`src/rtl/div_ratio_ctrl.sv`:
```
// div_ratio_ctrl: run-controlled clock divider with glitch-free half-period reconfiguration.
// Define DIV_PERIOD_CNT_EN to build the 16-bit completed-period counter; otherwise period_cnt is 0.
module div_ratio_ctrl #(
  parameter int CNT_W = 8
) (
  input  logic             clk,
  input  logic             n_rst,
  input  logic             run_en,
  input  logic             cfg_valid,
  input  logic [CNT_W-1:0] cfg_half,
  output logic             cfg_ready,
  output logic             clk_div,
  output logic             tick_rise,
  output logic             tick_fall,
  output logic             busy,
  output logic [15:0]      period_cnt
);
  typedef enum logic [1:0] {IDLE, RUN, DRAIN} state_t;
  state_t state, state_n;
  logic [CNT_W-1:0] cnt, h, p;
  logic pend, acc, tog, fall;
  // A pending value only lives in RUN/DRAIN; IDLE always accepts straight into h.
  assign cfg_ready = (state == IDLE) || !pend;
  always_comb begin
    acc = cfg_valid && cfg_ready;
    tog = (state != IDLE) && (cnt == h);
    fall = tog && clk_div;
    state_n = state == IDLE ? (run_en ? RUN : IDLE)
            : state == RUN  ? (run_en ? RUN : DRAIN)
            : (fall ? IDLE : DRAIN);
  end
  always_ff @(posedge clk) begin
    if (!n_rst) state <= IDLE;
    else state <= state_n;
  end
  always_ff @(posedge clk) begin
    if (!n_rst) begin
      cnt <= '0;
      h <= CNT_W'(4);
      p <= '0;
      pend <= 1'b0;
      clk_div <= 1'b0;
      tick_rise <= 1'b0;
      tick_fall <= 1'b0;
      busy <= 1'b0;
    end else begin
      busy <= state_n != IDLE;
      tick_rise <= tog && !clk_div;
      tick_fall <= fall;
      if (state == IDLE) begin
        cnt <= '0;
        clk_div <= 1'b0;
        h <= acc ? cfg_half : pend ? p : h;
        pend <= 1'b0;
      end else begin
        cnt <= tog ? '0 : cnt + 1'b1;
        clk_div <= clk_div ^ tog;
        // h only moves on the falling toggle, so a period never changes length midway
        if (acc) begin
          p <= cfg_half;
          pend <= 1'b1;
        end else if (fall && pend) begin
          h <= p;
          pend <= 1'b0;
        end
      end
    end
  end
`ifdef DIV_PERIOD_CNT_EN
  always_ff @(posedge clk) begin
    if (!n_rst) period_cnt <= '0;
    else if (fall) period_cnt <= period_cnt + 1'b1;
  end
`else
  assign period_cnt = '0;
`endif
endmodule

```
`config.mk`:
```
export PLATFORM = sky130hd
export DESIGN_NAME = div_ratio_ctrl
export DESIGN_NICKNAME = d
export VERILOG_FILES = /design/src/rtl/div_ratio_ctrl.sv
export SDC_FILE = /design/constraint.sdc
export NUM_CORES = 1
export LEC_CHECK = 0
export BUFFER_PORTS_ARGS = -buffer_cell sky130_fd_sc_hd__buf_2
export CAP_MARGIN = 0
export CORE_MARGIN = 2
export CORE_UTILIZATION = 40
export DETAILED_ROUTE_END_ITERATION = 12
export HOLD_SLACK_MARGIN = 0.02
export SLEW_MARGIN = 10
export SYNTH_ARGS = -nofsm -noshare
export SYNTH_HDL_FRONTEND = slang
export SYNTH_SLANG_ARGS = --single-unit
```
`constraint.sdc`:
```
create_clock -name clk -period 4.75 [get_ports clk]
set_clock_uncertainty 0.15 [all_clocks]
set_input_delay 0.95 -clock clk [delete_from_list [all_inputs] [get_ports clk]]
set_output_delay 0.95 -clock clk [all_outputs]
set_load 0.005 [all_outputs]
```
==> results of run 1 <==
registers in the layout, summed over array words and instances, names as in the netlist, 2 cells and up:
signal	flops
cnt	8
h	8
p	8
state	2
per-stage QoR:
stage               instances  util (%)
finish                    216      44.6
global route              216      44.6
CTS                       216      44.6
detailed placement        210      42.6
global placement          210      42.6
floorplan                 166         -
report_power, final:
part | leakage [nW] | internal [mW] | switching (mW) | total (mW)
combinational | 0.481 | 0.0304 | 0.0325 | 0.0629
clock | 0.0371 | 0.0972 | 0.0840 | 0.181
sequential | 0.253 | 0.274 | 0.00995 | 0.283
worst max-delay path, cell delays in order:
cell and delay, ns:
buf_2 0.10, nor3b_2 0.66, mux2_2 0.41, mux2i_1 0.13, nand2_1 0.06
Yosys cell counts, drive strengths merged:
library cell	instances	area (um2)
a31o	1	8.76
inv	2	7.51
nand3	6	30.0
nor4	1	6.26
xnor2	1	8.76
xor2	13	114
o21ai	2	10.0
and3	2	12.5
nand2	9	33.8
mux2i	16	160
buf	19	150
mux2	1	11.3
dfxtp	31	621
nor3b	3	27.5
and2	2	12.5
a211oi	1	7.51
o21a	1	7.51
o21bai	1	7.51
nor2	15	56.3
a21o	1	15.0
clkbuf	2	7.51
ha	3	37.5
nor2b	9	56.3
conb	1	3.75
o211a	7	70.1
or2	1	6.26
cells by family after synthesis:
group,Yosys count,synth area share (%)
simple gates,48,16.2
flops,31,41.7
buf+inv,23,11.1
mux,17,11.5
compound gates,14,8.49
xor+xnor,14,8.24
fa+ha+maj,3,2.52
other cells,1,0.252
layout make-up:
cell class                 instances  area (um2)
fill                             368        2000
multi-input combinational        112         759
sequential                        31         621
timing repair buffer              17        87.6
clock buffer                       6        72.6
tap                               48        60.1
inverter                           2        7.51
per-layer routing:
layer / GRT usage (%) / up-vias / wire length (um)
li1: - / 506 / -
met1: 13.1 / 464 / 982
met2: 23.2 / 20 / 1170
met3: 6.42 / 5 / 126
met4: 5.47 / 0 / 45
met5: 0 / - / 0
worst min-delay path by stage:
stage / depth (start not counted) / to / slack (ns) / from
after floorplan: 1 / cnt[0]$_SDFF_PP0_ / 0.31 / cnt[0]$_SDFF_PP0_
after global placement: 1 / cnt[0]$_SDFF_PP0_ / 0.34 / cnt[0]$_SDFF_PP0_
after detailed placement: 2 / h[2]$_SDFFE_PN1P_ / 0.35 / h[2]$_SDFFE_PN1P_
after CTS: 2 / p[6]$_SDFFE_PN0P_ / 0.37 / p[6]$_SDFFE_PN0P_
after global routing: 2 / p[6]$_SDFFE_PN0P_ / 0.39 / p[6]$_SDFFE_PN0P_
final: 2 / h[2]$_SDFFE_PN1P_ / 0.36 / h[2]$_SDFFE_PN1P_
==> metrics.md, run 1 <==
| Metric | Value |
|---|---|
| Share of post-route cells with drive strength above 1 | 16.1% |
| First-pass GRT wire length | 4130 um |
| Vias | 995 |
| RSZ-0062 raised after global routing | no |
| Gate Count Post-Synth | about 150 |
| Max cap viols | 0 |
| Status | finished clean |
| H-tree depth | 2 |
| Worst Setup SP | cfg_valid |
| Pwr Density | 328 mW/mm2 |
| Die area | 0.00423 mm2 |
| Final period utilization | roughly half |
| Crit path to | h[2]$_SDFFE_PN1P_ |
| Final setup fails | 0 |
| LEAKAGE | 0.771 nW |
| GRT Util Overall | 13.1% |
| Cts bufs inserted | 5 |
| Worst slew pin tran | around 0.8 ns |
| Core Region | about 0.0036 mm2 |
| Post-synthesis cell type count | 28 |
| Initial antenna violation count | 0 |
| F_max | roughly 430 MHz |
| Clock Pin Slew Worst Setup and Hold Paths | 0.06 ns |
| Commonest non-fill, non-tap cell in the layout | dfxtp_1 |
| CTS tree | yes |
| Worst setup SP type | primary input |
| Largest net degree at the start of global routing | 22 |
| Endpoints failing hold | 0 |
| Placed Instance Area | 0.00154 mm2 |
| Peak VDD IR | 113 uV |
| Initial Utilization | 41.3% |
| Hold WS | 0.365 ns |
| PnR worst setup slack | around 2.4 ns |
| Root buffer cell | clkbuf_8 |
| Synthesized area | about 0.0015 mm2 |
| Clock latency on the worst-skew pair | around 0.28 ns |
| WL per Instance | about 11 um |
| Required @ worst endpoint | 4.76 ns |
| Critical path type | in2reg |
| Fin nets | ~180 |
| CTS max path bufs | 2 |
| I/O Buffers | 16 |
| Pre-CTS setup slack | 2.13 ns |
| Final WL | 2330 um |
| P&R area growth vs syn | 7.98% |
| CTS resizes | 0 |
| Total congestion overflow | 0 |
| Register bit count reported by yosys | 31 |
| Relative max-transition margin | 46.3% |
| Sequential area share after synthesis | 41.7% |
| Pins over their slew limit | 0 |
| Die width | between 60 and 70 um |
| Clock sinks | 31 |
| Setup_tns | 0 ns |
| Crit Path Max Fanout | 9 |
| Post-CTS setup buffers | 0 |
| Antenna Nets Post-Route | 0 |
| Hold Buf Count CTS | 0 |
| R2r setup slk | about 2.5 ns |
| Final total power | between 500 and 600 uW |
| Reg2Reg Depth | 9 |
| Crit end category | flip-flop |
| DIE HEIGHT | between 60 and 70 um |
| Gpl congestion | 0.769 |
| RR Startpoint | cnt[5]$_SDFF_PP0_ |
| Syn. warnings | 0 |
| Worst R2R End | h[2]$_SDFFE_PN1P_ |
| Num rows | 22 |
| Pre-antenna DRT Iters | 4 |
| Top Ports | 33 |
| Drt drc | 0 |
| Vias per cell | 4.61 |
| Vias in the first global route | 985 |
| Critical Path AT | 2.31 ns |
| Fin crit period | 2.31 ns |
| Most frequent cells in the layout | dfxtp_1 (31), mux2i_1 (16), conb_1 (16), buf_2 (16), nor2_1 (15) |
| Syn avg cell area | 9.86 um2 |
| Design area | 0.00161 mm2 |
| Antenna cells | 0 |
| Worst Hold Class | reg2reg |
| Post-DP HPWL | 1780 um |
| DRT iter0 DRCs | 29 |
Power figures use the tool's default switching activity.
==> run 2, diff against run 1 <==
Clock period 4.75 ns to 2.15 ns, I/O delays scaled along.
==> run 2 against run 1 <==
Against the previous run: non-clock buffer count up 11; total power up 140%; worst hold slack got worse by 0.13 ns; final cell count grew 6.5%; largest cell class unchanged.
==> metrics.md, run 2 (synthesis results as in run 1) <==
| Metric | Value |
|---|---|
| Clock Pin Slew Worst Setup and Hold Paths | 0.06 ns (about the same) |
| Clock power frac | 38.1% (was 34.3%) |
| Pins over their slew limit | 0 (unchanged) |
| Max cap viols | 0 (unchanged) |
| Total congestion overflow | 0 (unchanged) |
| Fin nets | 196 (was 184) |
| Post-DP HPWL | 1740 um (was 1780 um) |
| Pre-CTS setup slack | -0.0646 ns (was 2.13 ns) |
| Share of post-route cells with drive strength above 1 | 25.3% (was 16.1%) |
| Antenna Nets Post-Route | 0 (unchanged) |
| Vias in the first global route | 992 (was 985) |
| PnR worst setup slack | 0.00891 ns (was 2.44 ns) |
| Vias per cell | 4.54 (was 4.61) |
| Reg2Reg Depth | 9 (unchanged) |
| Psw | 305 uW (was 126 uW) |
| Vias | 1044 (was 995) |
| Clock sinks | 31 (unchanged) |
| Final WL | 2480 um (was 2330 um) |
| Register share of total power | 48.6% (was 53.7%) |
| Drt drc | 0 (unchanged) |
| Pre-antenna DRT Iters | 4 (unchanged) |
| Top Ports | 33 (unchanged) |
| Final setup fails | 0 (unchanged) |
| Critical Path AT | 2.14 ns (was 2.31 ns) |
| Num rows | 22 (unchanged) |
| Peak VDD IR | 439 uV (was 113 uV) |
| Pwr Density | 734 mW/mm2 (was 328 mW/mm2) |
| Endpoints failing hold | 0 (unchanged) |
| Worst setup SP type | flip-flop (was primary input) |
| Gpl congestion | 0.730 (was 0.769) |
| Commonest non-fill, non-tap cell in the layout | dfxtp_1 (unchanged) |
| WL per Instance | 10.8 um (about the same) |
| F_max | 467 MHz |
| Comb power frac | 13.3% (was 11.9%) |
| Clock latency on the worst-skew pair | 0.28 ns (about the same) |
| Crit end category | flip-flop (unchanged) |
| Root buffer cell | clkbuf_8 (unchanged) |
| Die area | 0.00423 mm2 (unchanged) |
| Status | finished clean (unchanged) |
| WHS Path Cells | 3 (was 2) |
| Cts bufs inserted | 5 (unchanged) |
| Final period utilization | 99.6% |
| Largest regs | cnt: 8 flops, h: 8 flops, p: 8 flops (unchanged) |
| Core Region | 0.00361 mm2 (unchanged) |
| I/O Buffers | 16 (unchanged) |
| Initial Utilization | 41.3% (unchanged) |
| DIE HEIGHT | 65.0 um (unchanged) |
| Required @ worst endpoint | 2.15 ns (was 4.76 ns) |
| Antenna cells | 0 (unchanged) |
| Initial antenna violation count | 0 (unchanged) |
| DRT iter0 DRCs | 14 (was 29) |
| CTS tree | yes (unchanged) |
| Die width | 65.0 um (unchanged) |
| Hold WS | 0.239 ns (was 0.365 ns) |
| CTS max path bufs | 2 (unchanged) |
| First-pass GRT wire length | 4270 um (was 4130 um) |
| Largest net degree at the start of global routing | 22 (unchanged) |
| Internal power | 984 uW (was 401 uW) |
| Sw frac | 23.7% (was 24.0%) |
| Setup_tns | 0 ns (unchanged) |
| Critical path type | reg2reg (was in2reg) |
| GRT Util Overall | 13.5% (was 13.1%) |
| Crit Path Max Fanout | 6 (was 9) |
| Fin crit period | 2.14 ns |
| Worst Hold Class | in2reg (was reg2reg) |
| RSZ-0062 raised after global routing | yes (was no) |
| P&R area growth vs syn | 18.0% (was 7.98%) |
| LEAKAGE | 0.852 nW (was 0.771 nW) |
| Hold Buf Count CTS | 0 (unchanged) |
| Most frequent cells in the layout | dfxtp_1 (30), mux2i_1 (16), conb_1 (16), buf_2 (16), nor2_1 (14) (was dfxtp_1 (31), mux2i_1 (16), conb_1 (16), buf_2 (16), nor2_1 (15)) |
| H-tree depth | 2 (unchanged) |
[run 2: cell types whose count changed in the layout (fill, tap and decap cells not counted), sizes merged]
cell    before  now
clkbuf       6    8
buf         17   28
a21o         1    2
[run 2: cell type report]
cell class	instances	area [um2]
multi-input cells	113	797
inverters	2	7.51
repair buffers	28	170
clock buffers	8	100
fillers	341	1850
flip-flops and latches	31	622
well taps	48	60.1
[run 2: worst paths after layout]
path	from	end	slack [ns]
worst max-delay path	h[0]$_SDFFE_PN0P_	h[2]$_SDFFE_PN1P_	0.009
worst max register to register	h[0]$_SDFFE_PN0P_	h[2]$_SDFFE_PN1P_	0.009
worst min register to register	h[2]$_SDFFE_PN1P_	h[2]$_SDFFE_PN1P_	0.35
worst min-delay path	run_en	state[0]$_SDFF_PN0_	0.24
[run 2: stage by stage]
stage / cells / utilization [%] / total power [mW] / cell area (um2)
2_1_floorplan: 166 / - / 0.770 / 1550
3_3_place_gp: 218 / 44.2 / 0.783 / 1600
3_5_place_dp: 218 / 44.2 / 0.787 / 1600
4_1_cts: 228 / 47.9 / 1.29 / 1730
5_1_grt: 230 / 48.7 / 1.36 / 1760
6_report: 230 / 48.7 / 1.29 / 1760
[run 2: routing by layer]
layer	track usage, %	wire [um]	vias to the layer above
li1	-	-	535
met1	14.4	1090	482
met2	22.7	1200	20
met3	4.69	120	7
met4	8.59	68	0
met5	0	0	-
[run 2: critical path, stage by stage, from the launching register on]
cell and delay, ns:
dfxtp_2 0.32, xor2_1 0.16, nor4_2 0.31, nand3_1 0.15, nor2_2 0.14, ha_2 0.22
o21bai_4 0.14, a21o_4 0.17, mux2i_1 0.19, nand2_1 0.07
[run 2: repair_timing]
| item | in CTS | in global routing |
|---|---|---|
| pin swaps | 2 | 1 |
| resized for setup | 4 | 3 |
| setup buffers | 1 | 2 |
| cloned | 1 | 0 |
| endpoints found under the setup margin | 6 | 9 |
[run 2: power by group through the flow]
stage	sequential (mW)	combinational (mW)	clock, mW
global route	0.630	0.191	0.535
CTS	0.626	0.161	0.507
detailed placement	0.637	0.149	0
finish	0.627	0.171	0.492
floorplan	0.634	0.137	0
global placement	0.636	0.147	0
